===== src/rtl/motor_guard_pkg.sv =====
// Shared encodings for the motor reversal guard: FSM state codes and the
// decoded per-cycle direction command.
package motor_guard_pkg;

  localparam logic [2:0] ST_COAST = 3'd0;
  localparam logic [2:0] ST_FWD   = 3'd1;
  localparam logic [2:0] ST_BWD   = 3'd2;
  localparam logic [2:0] ST_DEAD  = 3'd3;
  localparam logic [2:0] ST_FAULT = 3'd4;

  typedef enum logic [1:0] {
    CMD_STOP    = 2'd0,
    CMD_FWD     = 2'd1,
    CMD_BWD     = 2'd2,
    CMD_ILLEGAL = 2'd3
  } cmd_t;

  // Pause is a stop request; otherwise the raw level pair selects the command.
  function automatic cmd_t decode_cmd(input logic fwd, input logic bwd, input logic pause);
    cmd_t cmd;
    if (pause) begin
      cmd = CMD_STOP;
    end else begin
      case ({fwd, bwd})
        2'b10:   cmd = CMD_FWD;
        2'b01:   cmd = CMD_BWD;
        2'b11:   cmd = CMD_ILLEGAL;
        default: cmd = CMD_STOP;
      endcase
    end
    return cmd;
  endfunction

endpackage


===== src/rtl/guard_counter.sv =====
// Saturating up-counter with synchronous clear and enable. tc flags the last
// count before saturation (TERM-1), so a block that acts on tc together with
// its own qualifying condition sees exactly TERM qualifying cycles.
module guard_counter #(
  parameter int CNT_W = 20,
  parameter int TERM  = 1
) (
  input  logic clk,
  input  logic rst,
  input  logic clr,
  input  logic en,
  output logic tc
);

  localparam logic [CNT_W-1:0] TC_VAL  = CNT_W'(TERM - 1);
  localparam logic [CNT_W-1:0] SAT_VAL = CNT_W'(TERM);

  logic [CNT_W-1:0] count;

  // Count qualifying cycles; clear wins over enable, hold once saturated.
  // NOTE: sequential state uses non-blocking (<=) so every flop samples the
  // pre-edge values of its inputs regardless of statement order.
  always_ff @(posedge clk or posedge rst) begin
    if (rst) begin
      count <= '0;
    end else if (clr) begin
      count <= '0;
    end else if (en && (count != SAT_VAL)) begin
      count <= count + CNT_W'(1);
    end
  end

  assign tc = (count == TC_VAL);

endmodule


===== src/rtl/motor_reversal_guard.sv =====
// Direction safety stage for one H-bridge channel. Inserts a coast dead-time
// on every exit from a drive direction, never drives both directions, honours
// the drive-train pause and latches a fault on persistent shoot-through
// requests. Outputs are decoded straight from the state register.
module motor_reversal_guard
  import motor_guard_pkg::*;
#(
  parameter int DEAD_CYCLES  = 500000,
  parameter int FAULT_CYCLES = 1000,
  parameter int CNT_W = $clog2(((DEAD_CYCLES > FAULT_CYCLES) ? DEAD_CYCLES : FAULT_CYCLES) + 1)
) (
  input  logic clk,
  input  logic rst,
  input  logic fwd_in,
  input  logic bwd_in,
  input  logic pause_in,
  output logic fwd_out,
  output logic bwd_out,
  output logic dead_active,
  output logic fault
);

  logic [2:0] state;
  logic [2:0] next_state;
  cmd_t       cmd;
  logic       illegal_raw;
  logic       dead_tc;
  logic       illegal_tc;

  assign cmd         = decode_cmd(fwd_in, bwd_in, pause_in);
  // The shoot-through check looks at the raw levels, so pause does not hide it.
  assign illegal_raw = fwd_in & bwd_in;

  // Dead-time counter: held at zero outside DEAD, so DEAD always starts at 0.
  guard_counter #(
    .CNT_W (CNT_W),
    .TERM  (DEAD_CYCLES)
  ) u_dead_cnt (
    .clk (clk),
    .rst (rst),
    .clr (state != ST_DEAD),
    .en  (state == ST_DEAD),
    .tc  (dead_tc)
  );

  // Shoot-through persistence: consecutive cycles with both levels high.
  guard_counter #(
    .CNT_W (CNT_W),
    .TERM  (FAULT_CYCLES)
  ) u_illegal_cnt (
    .clk (clk),
    .rst (rst),
    .clr (!illegal_raw),
    .en  (illegal_raw),
    .tc  (illegal_tc)
  );

  // Next-state logic; a fault trip overrides every other transition.
  // NOTE: next_state gets a default before the case so no path leaves it
  // unassigned, which would otherwise infer a latch.
  always_comb begin
    next_state = state;
    case (state)
      ST_COAST: begin
        if (cmd == CMD_FWD)      next_state = ST_FWD;
        else if (cmd == CMD_BWD) next_state = ST_BWD;
      end
      ST_FWD: begin
        if (cmd != CMD_FWD) next_state = ST_DEAD;
      end
      ST_BWD: begin
        if (cmd != CMD_BWD) next_state = ST_DEAD;
      end
      ST_DEAD: begin
        if (dead_tc) begin
          if (cmd == CMD_FWD)      next_state = ST_FWD;
          else if (cmd == CMD_BWD) next_state = ST_BWD;
          else                     next_state = ST_COAST;
        end
      end
      ST_FAULT: next_state = ST_FAULT;
      default:  next_state = ST_COAST;
    endcase
    if (illegal_raw && illegal_tc) begin
      next_state = ST_FAULT;
    end
  end

  // State register; reset drops straight to COAST with no dead time.
  always_ff @(posedge clk or posedge rst) begin
    if (rst) begin
      state <= ST_COAST;
    end else begin
      state <= next_state;
    end
  end

  assign fwd_out     = (state == ST_FWD);
  assign bwd_out     = (state == ST_BWD);
  assign dead_active = (state == ST_DEAD);
  assign fault       = (state == ST_FAULT);

endmodule


===== config.mk =====
export PLATFORM = sky130hd
export DESIGN_NAME = motor_reversal_guard
export DESIGN_NICKNAME = d
export VERILOG_FILES = /design/src/rtl/motor_guard_pkg.sv /design/src/rtl/guard_counter.sv /design/src/rtl/motor_reversal_guard.sv
export SDC_FILE = /design/constraint.sdc
export NUM_CORES = 1
export LEC_CHECK = 0
export CAP_MARGIN = 20
export CORE_MARGIN = 2
export CORE_UTILIZATION = 31
export DETAILED_ROUTE_END_ITERATION = 7
export SLEW_MARGIN = 20
export SYNTH_ARGS = -nofsm -noshare
export SYNTH_HDL_FRONTEND = slang
export SYNTH_HIERARCHICAL = 1
export SYNTH_SLANG_ARGS = --single-unit

===== constraint.sdc =====
create_clock -name clk -period 2.73 [get_ports clk]
set_input_delay 0.273 -clock clk [delete_from_list [all_inputs] [get_ports clk]]
set_output_delay 0.273 -clock clk [all_outputs]
set_load 0.02 [all_outputs]

After elaboration in Yosys (flattened, before gate mapping)
Cells that the tools add are included.
{"block": "op_classes", "add_sub_neg": 2, "n_bitwise": 1, "n_reduce_logical": 6, "eq_ne": 21, "n_mux": 15}
{"operator": "19-bit two-way mux", "count": 4}
{"operator": "19-bit by 1-bit adder with 19-bit output, second input constant", "count": 2}
{"operator": "19-bit by 10-bit == test with 1-bit output, second input constant", "count": 1}
{"operator": "19-bit == test, second input constant", "count": 1}
{"operator": "19-bit by 10-bit != test with 1-bit output, second input constant", "count": 1}
{"operator": "19-bit != test, second input constant", "count": 1}
{"operator": "3-bit two-way mux", "count": 6}
{"operator": "3-bit one-hot mux with 5 select lines", "count": 1}
{"operator": "2-bit == test, second input constant", "count": 3}
{"operator": "3-bit by 2-bit == test with 1-bit output, second input constant", "count": 2}
{"operator": "2-bit two-way mux", "count": 3}
{"operator": "3-bit by 1-bit != test with 1-bit output, second input constant", "count": 2}
{"operator": "2-bit one-hot mux with 3 select lines", "count": 1}
{"operator": "2-bit by 1-bit == test with 1-bit output, second input constant", "count": 2}
{"operator": "2-bit by 1-bit != test with 1-bit output, second input constant", "count": 2}
{"operator": "4-bit != test, second input constant", "count": 1}
{"operator": "4-bit AND reduction", "count": 1}
{"operator": "3-bit by 1-bit == test with 1-bit output, second input constant", "count": 1}
{"operator": "3-bit == test, second input constant", "count": 1}
{"operator": "1-bit logical AND", "count": 3}
{"operator": "3-bit logical NOT", "count": 1}
{"operator": "3-bit by 2-bit != test with 1-bit output, second input constant", "count": 1}
{"operator": "3-bit != test, second input constant", "count": 1}
{"operator": "2-bit != test, second input constant", "count": 1}
{"operator": "other kinds (2)", "count": 2}
{"block": "word_totals", "register_bits": 41, "output_inout_bits": 4, "in_bits": 5}

Depth between registers and ports, before layout
Gate-level depths: netlist (run 1).
{"block": "depth", "ltp_word": 9, "depth_mapped": 7, "ltp_nobuf": 7}

Cells and area by module
The synthesis (run 1) kept the hierarchy.
{"mod": "guard_counter at u_dead_cnt", "seq_area_each_um2": 475.5, "area_per_inst_um2": 1097.3, "n_inst": 1, "cells_per_inst": 119}
{"mod": "guard_counter at u_illegal_cnt", "seq_area_each_um2": 475.5, "area_per_inst_um2": 1038.5, "n_inst": 1, "cells_per_inst": 110}
{"mod": "motor_reversal_guard", "seq_area_each_um2": 75.1, "area_per_inst_um2": 321.6, "n_inst": 1, "cells_per_inst": 38}

Worst setup path after synthesis (run 1)
Ideal clock, no wire load.
{"block": "synth_timing", "kind": "reg-to-reg", "start": "register u_dead_cnt.count[12]", "end": "register state[1]", "period_less_slack_ps": 2295, "arrival_time_ps": 2216, "required_ps": 2651, "slack_ps": 435, "path_stages_with_launch": 7, "setup_time_ps": 79, "path_cell_list": "dfrtp_1 -> or4b_2 -> or4_4 -> nor4_1 -> nand2_1 -> a32oi_1 -> mux2i_1"}
{"block": "synth_via", "elab_chain_cells": 3}
{"element": "from (decl)", "line_no": "guard_counter.sv:18", "source": "logic [CNT_W-1:0] count;"}
{"element": "from (signal assigned)", "line_no": "guard_counter.sv:29", "source": "count <= count + CNT_W'(1);"}
{"element": "19-bit == test", "line_no": "guard_counter.sv:33", "source": "assign tc = (count == TC_VAL);"}
{"element": "via dead_tc", "line_no": "motor_reversal_guard.sv:27", "source": "logic dead_tc;"}
{"element": "3-bit != test (no line)"}
{"element": "4-bit AND reduction (no line)"}
{"element": "to (signal assigned)", "line_no": "motor_reversal_guard.sv:94", "source": "state <= next_state;"}
{"element": "to (decl)", "line_no": "motor_reversal_guard.sv:23", "source": "logic [2:0] state;"}
The timed path passes the listed nets, and every way through them passes these cells.
A chain may end at the register's enable or synchronous reset.

Worst setup path after layout (run 1)
Ends and elaborated chain as after synthesis.

==> flow_metrics.py, run 1 <==
metrics = {
    "run_status": {
        "outcome": "completed",
    },
    "layout": {
        "diodes": 0,
        "layout.nets": 288,
        "final_cell_area_sq_um": 2760,
        "drive_above_1_share_pct": 8.30,
        "nFillCells": 817,
        "area_growth_pct": 12.2,
    },
    "die": {
        "dieArea_sq_um": 8660,
        "die_w_um": 93.0,
        "ios": 9,
        "num_rows": 32,
        "die_h_um": 93.0,
        "core_sq_um": 7690,
        "start_util_pct": 32.0,
    },
    "timing": {
        "max_freq_mhz": 401,
        "fin_crit_ns": 2.49,
        "slew_violations": 0,
        "finalSetupTns_ns": 0,
        "setup_viol": 0,
        "rsz0062_at_grt": "false",
        "skew_ns": 0.0111,
        "relSlewSlack_pct": 47.7,
        "min_period_over_period_pct": 91.3,
        "worst_slack_ns": 0.238,
        "hold_viol": 0,
        "tightest_slew_ns": 0.784,
        "timing.hold.ws_ns": 0.211,
    },
    "worst_setup_path": {
        "crit_path_start": "u_dead_cnt/count[12]$_DFFE_PP0P_",
        "cp_max_fo": 6,
        "regToRegSetupSlack_ns": 0.24,
        "end_kind": "flop",
        "arrival_ns": 2.71,
        "cp-endpoint": "state[1]$_DFFE_PP0P_",
        "startpoint_type": "flop",
        "r2r_start": "u_dead_cnt/count[12]$_DFFE_PP0P_",
        "regToRegEndpoint": "state[1]$_DFFE_PP0P_",
        "worstRegToRegCells": 6,
        "critPathKind": "reg2reg",
        "cp.required_ns": 2.95,
    },
    "place": {
        "hpwl_um": 3360,
        "place_ws_ns": 0.235,
        "place.gp.congestion": 0.768,
        "io_buffers": 8,
        "placed_area_sq_um": 2640,
    },
    "routing": {
        "vias": 1864,
        "drc": 0,
        "drtIter0Drc": 34,
        "vias_per_cell": 4.92,
        "wl_per_cell_um": 12.8,
        "first_pass_iters": 4,
        "wirelength_um": 4850,
        "ant_nets": 0,
    },
    "cts": {
        "clockRootBuffer": "clkbuf_8",
        "cts_buffers": 5,
        "cts_hold_buf": 0,
        "clk_latency_ns": 0.29,
        "clk_pin_slew_ns": 0.09,
        "cts_tree": "built",
        "clockBufferDepth": 2,
        "post_cts_buffers": 0,
        "h-tree-depth": 2,
        "clkSinkCount": 41,
        "cts.repair.resized": 0,
    },
    "synth": {
        "synthArstFlopShare_pct": 100,
        "synth_edf_count": 0,
        "synth_warnings": 6,
        "yosysUniqueCellTypes": 52,
        "synth_area_sq_um": 2460,
        "syn_nets": 279,
        "synth_ff_type": "dfrtp_1",
        "syn_avg_cell_area_sq_um": 9.20,
        "ys_ff_latch": 41,
        "synthCells": 267,
        "seq_area_frac_synth_pct": 41.8,
    },
    "power": {
        "leakagePower_nw": 1.11,
        "power_switching_mw": 0.482,
        "swShare_pct": 30.4,
        "p_seq_share_pct": 42.6,
        "internal_power_mw": 1.10,
        "powerDensity_nw_per_um2": 575,
        "clockPowerShare_pct": 32.7,
        "p_comb_share_pct": 24.6,
        "peakVddDrop_mv": 0.262,
    },
    "global_routing": {
        "grt_pass1_wl_um": 8420,
        "grt_max_degree": 21,
        "globalRouteTotalUtil_pct": 12.1,
        "grt_pass1_vias": 1784,
        "grt.overflow.total": 0,
        "antenna_found_initial": 0,
    },
    "job": {
        "maxCapViolCount": 0,
    },
    "hold_path": {
        "worstHoldPathType": "in2async",
    },
}
==> per-stage QoR <==
step / cells / power (mW) / util [%]
after CTS: 379 / 1.60 / 35.9
final: 379 / 1.59 / 35.9
after floorplan: 267 / 0.975 / -
after global routing: 379 / 1.67 / 35.9
after global placement: 371 / 1.08 / 34.3
after detailed placement: 371 / 1.08 / 34.3
==> logic make-up (layout without fill, tap and decap cells) <==
logic type	after synthesis	count (layout)	synth area share, %
compound gates	33	33	9.22
simple gates	133	133	30.4
fa+ha+maj	7	7	3.56
mux	4	4	1.88
xor+xnor	23	23	8.20
flops	41	41	41.8
buf+inv	26	36	4.99
==> Yosys cell counts, types with 6 or more instances <==
cell type / n / area share (%)
nand2_1: 19 / 2.9
nand4_1: 12 / 3.1
xor2_1: 14 / 5.0
and4_1: 6 / 2.1
ha_1: 7 / 3.6
nor2_1: 33 / 5.0
o21ai_0: 7 / 1.4
xnor2_1: 9 / 3.2
nand3_1: 10 / 2.0
a21oi_1: 12 / 2.4
dfrtp_1: 41 / 42
inv_1: 15 / 2.3
==> worst max-delay path, stage by stage, from the launching register on <==
cell and delay (ns):
dfrtp_1 0.43, or4b_2 0.66, or4_4 0.49, nor4_1 0.29, nand2_1 0.10, a32oi_1 0.24
mux2i_1 0.20
==> cell usage in the layout, fill, tap and decap left out, types with 2 or more instances in the layout <==
cell,n
and3_1,4
or3_1,5
mux2i_1,2
nor2b_1,3
nand4_1,12
clkdlybuf4s50_1,8
nand3_1,10
nor4_1,4
buf_4,5
and4_1,6
nor3_1,4
or4_1,4
a21oi_1,12
nand2_1,19
inv_1,15
and2_1,5
nand3b_1,3
nand2b_1,5
o21ai_0,7
xnor2_1,9
clkbuf_8,6
xor2_1,14
ha_1,7
nor3b_1,4
o31ai_1,4
o311ai_2,2
nor2_1,33
dfrtp_1,41
==> worst min path at each step <==
stage | startpoint | end | slack, ns | depth (start not counted)
final | rst | state[1]$_DFFE_PP0P_ | 0.21 | 2
after global routing | rst | state[1]$_DFFE_PP0P_ | 0.24 | 2
after CTS | rst | state[1]$_DFFE_PP0P_ | 0.21 | 2
after detailed placement | state[2]$_DFFE_PP0P_ | state[0]$_DFFE_PP0P_ | 0.50 | 1
after global placement | state[2]$_DFFE_PP0P_ | state[0]$_DFFE_PP0P_ | 0.49 | 1
after floorplan | rst | state[0]$_DFFE_PP0P_ | 0.03 | 1
==> routing by layer <==
layer  vias to the layer above  routed length, um  track usage, %  share of wire [%]
met5                         -                  0               0                  0
met2                        15               2260            19.0                 46
met3                         2                111            2.66                2.3
met4                         0                 46            4.04               0.95
li1                        953                  -               -                  -
met1                       894               2440            16.4                 50
==> sequential cells by signal, indices dropped and copies added (netlist names) <==
| register | cells |
|---|---|
| state | 3 |
| u_illegal_cnt/count | 19 |
| u_dead_cnt/count | 19 |
==> power groups by stage <==
| stage | clock network [mW] | registers [mW] | logic [mW] |
|---|---|---|---|
| 2_1_floorplan | 0 | 0.681 | 0.294 |
| 3_3_place_gp | 0 | 0.686 | 0.390 |
| 3_5_place_dp | 0 | 0.688 | 0.394 |
| 4_1_cts | 0.534 | 0.676 | 0.395 |
| 5_1_grt | 0.550 | 0.684 | 0.435 |
| 6_report | 0.519 | 0.676 | 0.391 |
==> final cells by class <==
cell class	count	area [sq um]	area share [%]
Clock inverter	2	37.5	1.36
Inverter	15	56.3	2.04
Multi-Input combinational cell	200	1310	47.5
Sequential cell	41	1030	37.2
Clock buffer	6	82.6	3.00
Tap cell	102	128	4.63
Timing Repair Buffer	13	118	4.27
No activity file was read; power rests on OpenSTA's default activity.
==> run 2, diff against run 1 <==
--- a/config.mk
+++ b/config.mk
@@ -9,7 +9,7 @@
 export CORE_MARGIN = 2
 export CORE_UTILIZATION = 31
 export DETAILED_ROUTE_END_ITERATION = 7
-export SLEW_MARGIN = 20
+export SLEW_MARGIN = 5
 export SYNTH_ARGS = -nofsm -noshare
 export SYNTH_HDL_FRONTEND = slang
 export SYNTH_HIERARCHICAL = 1
==> results of run 2 <==
The final DEF is identical to that of run 1; final timing and power are the same.
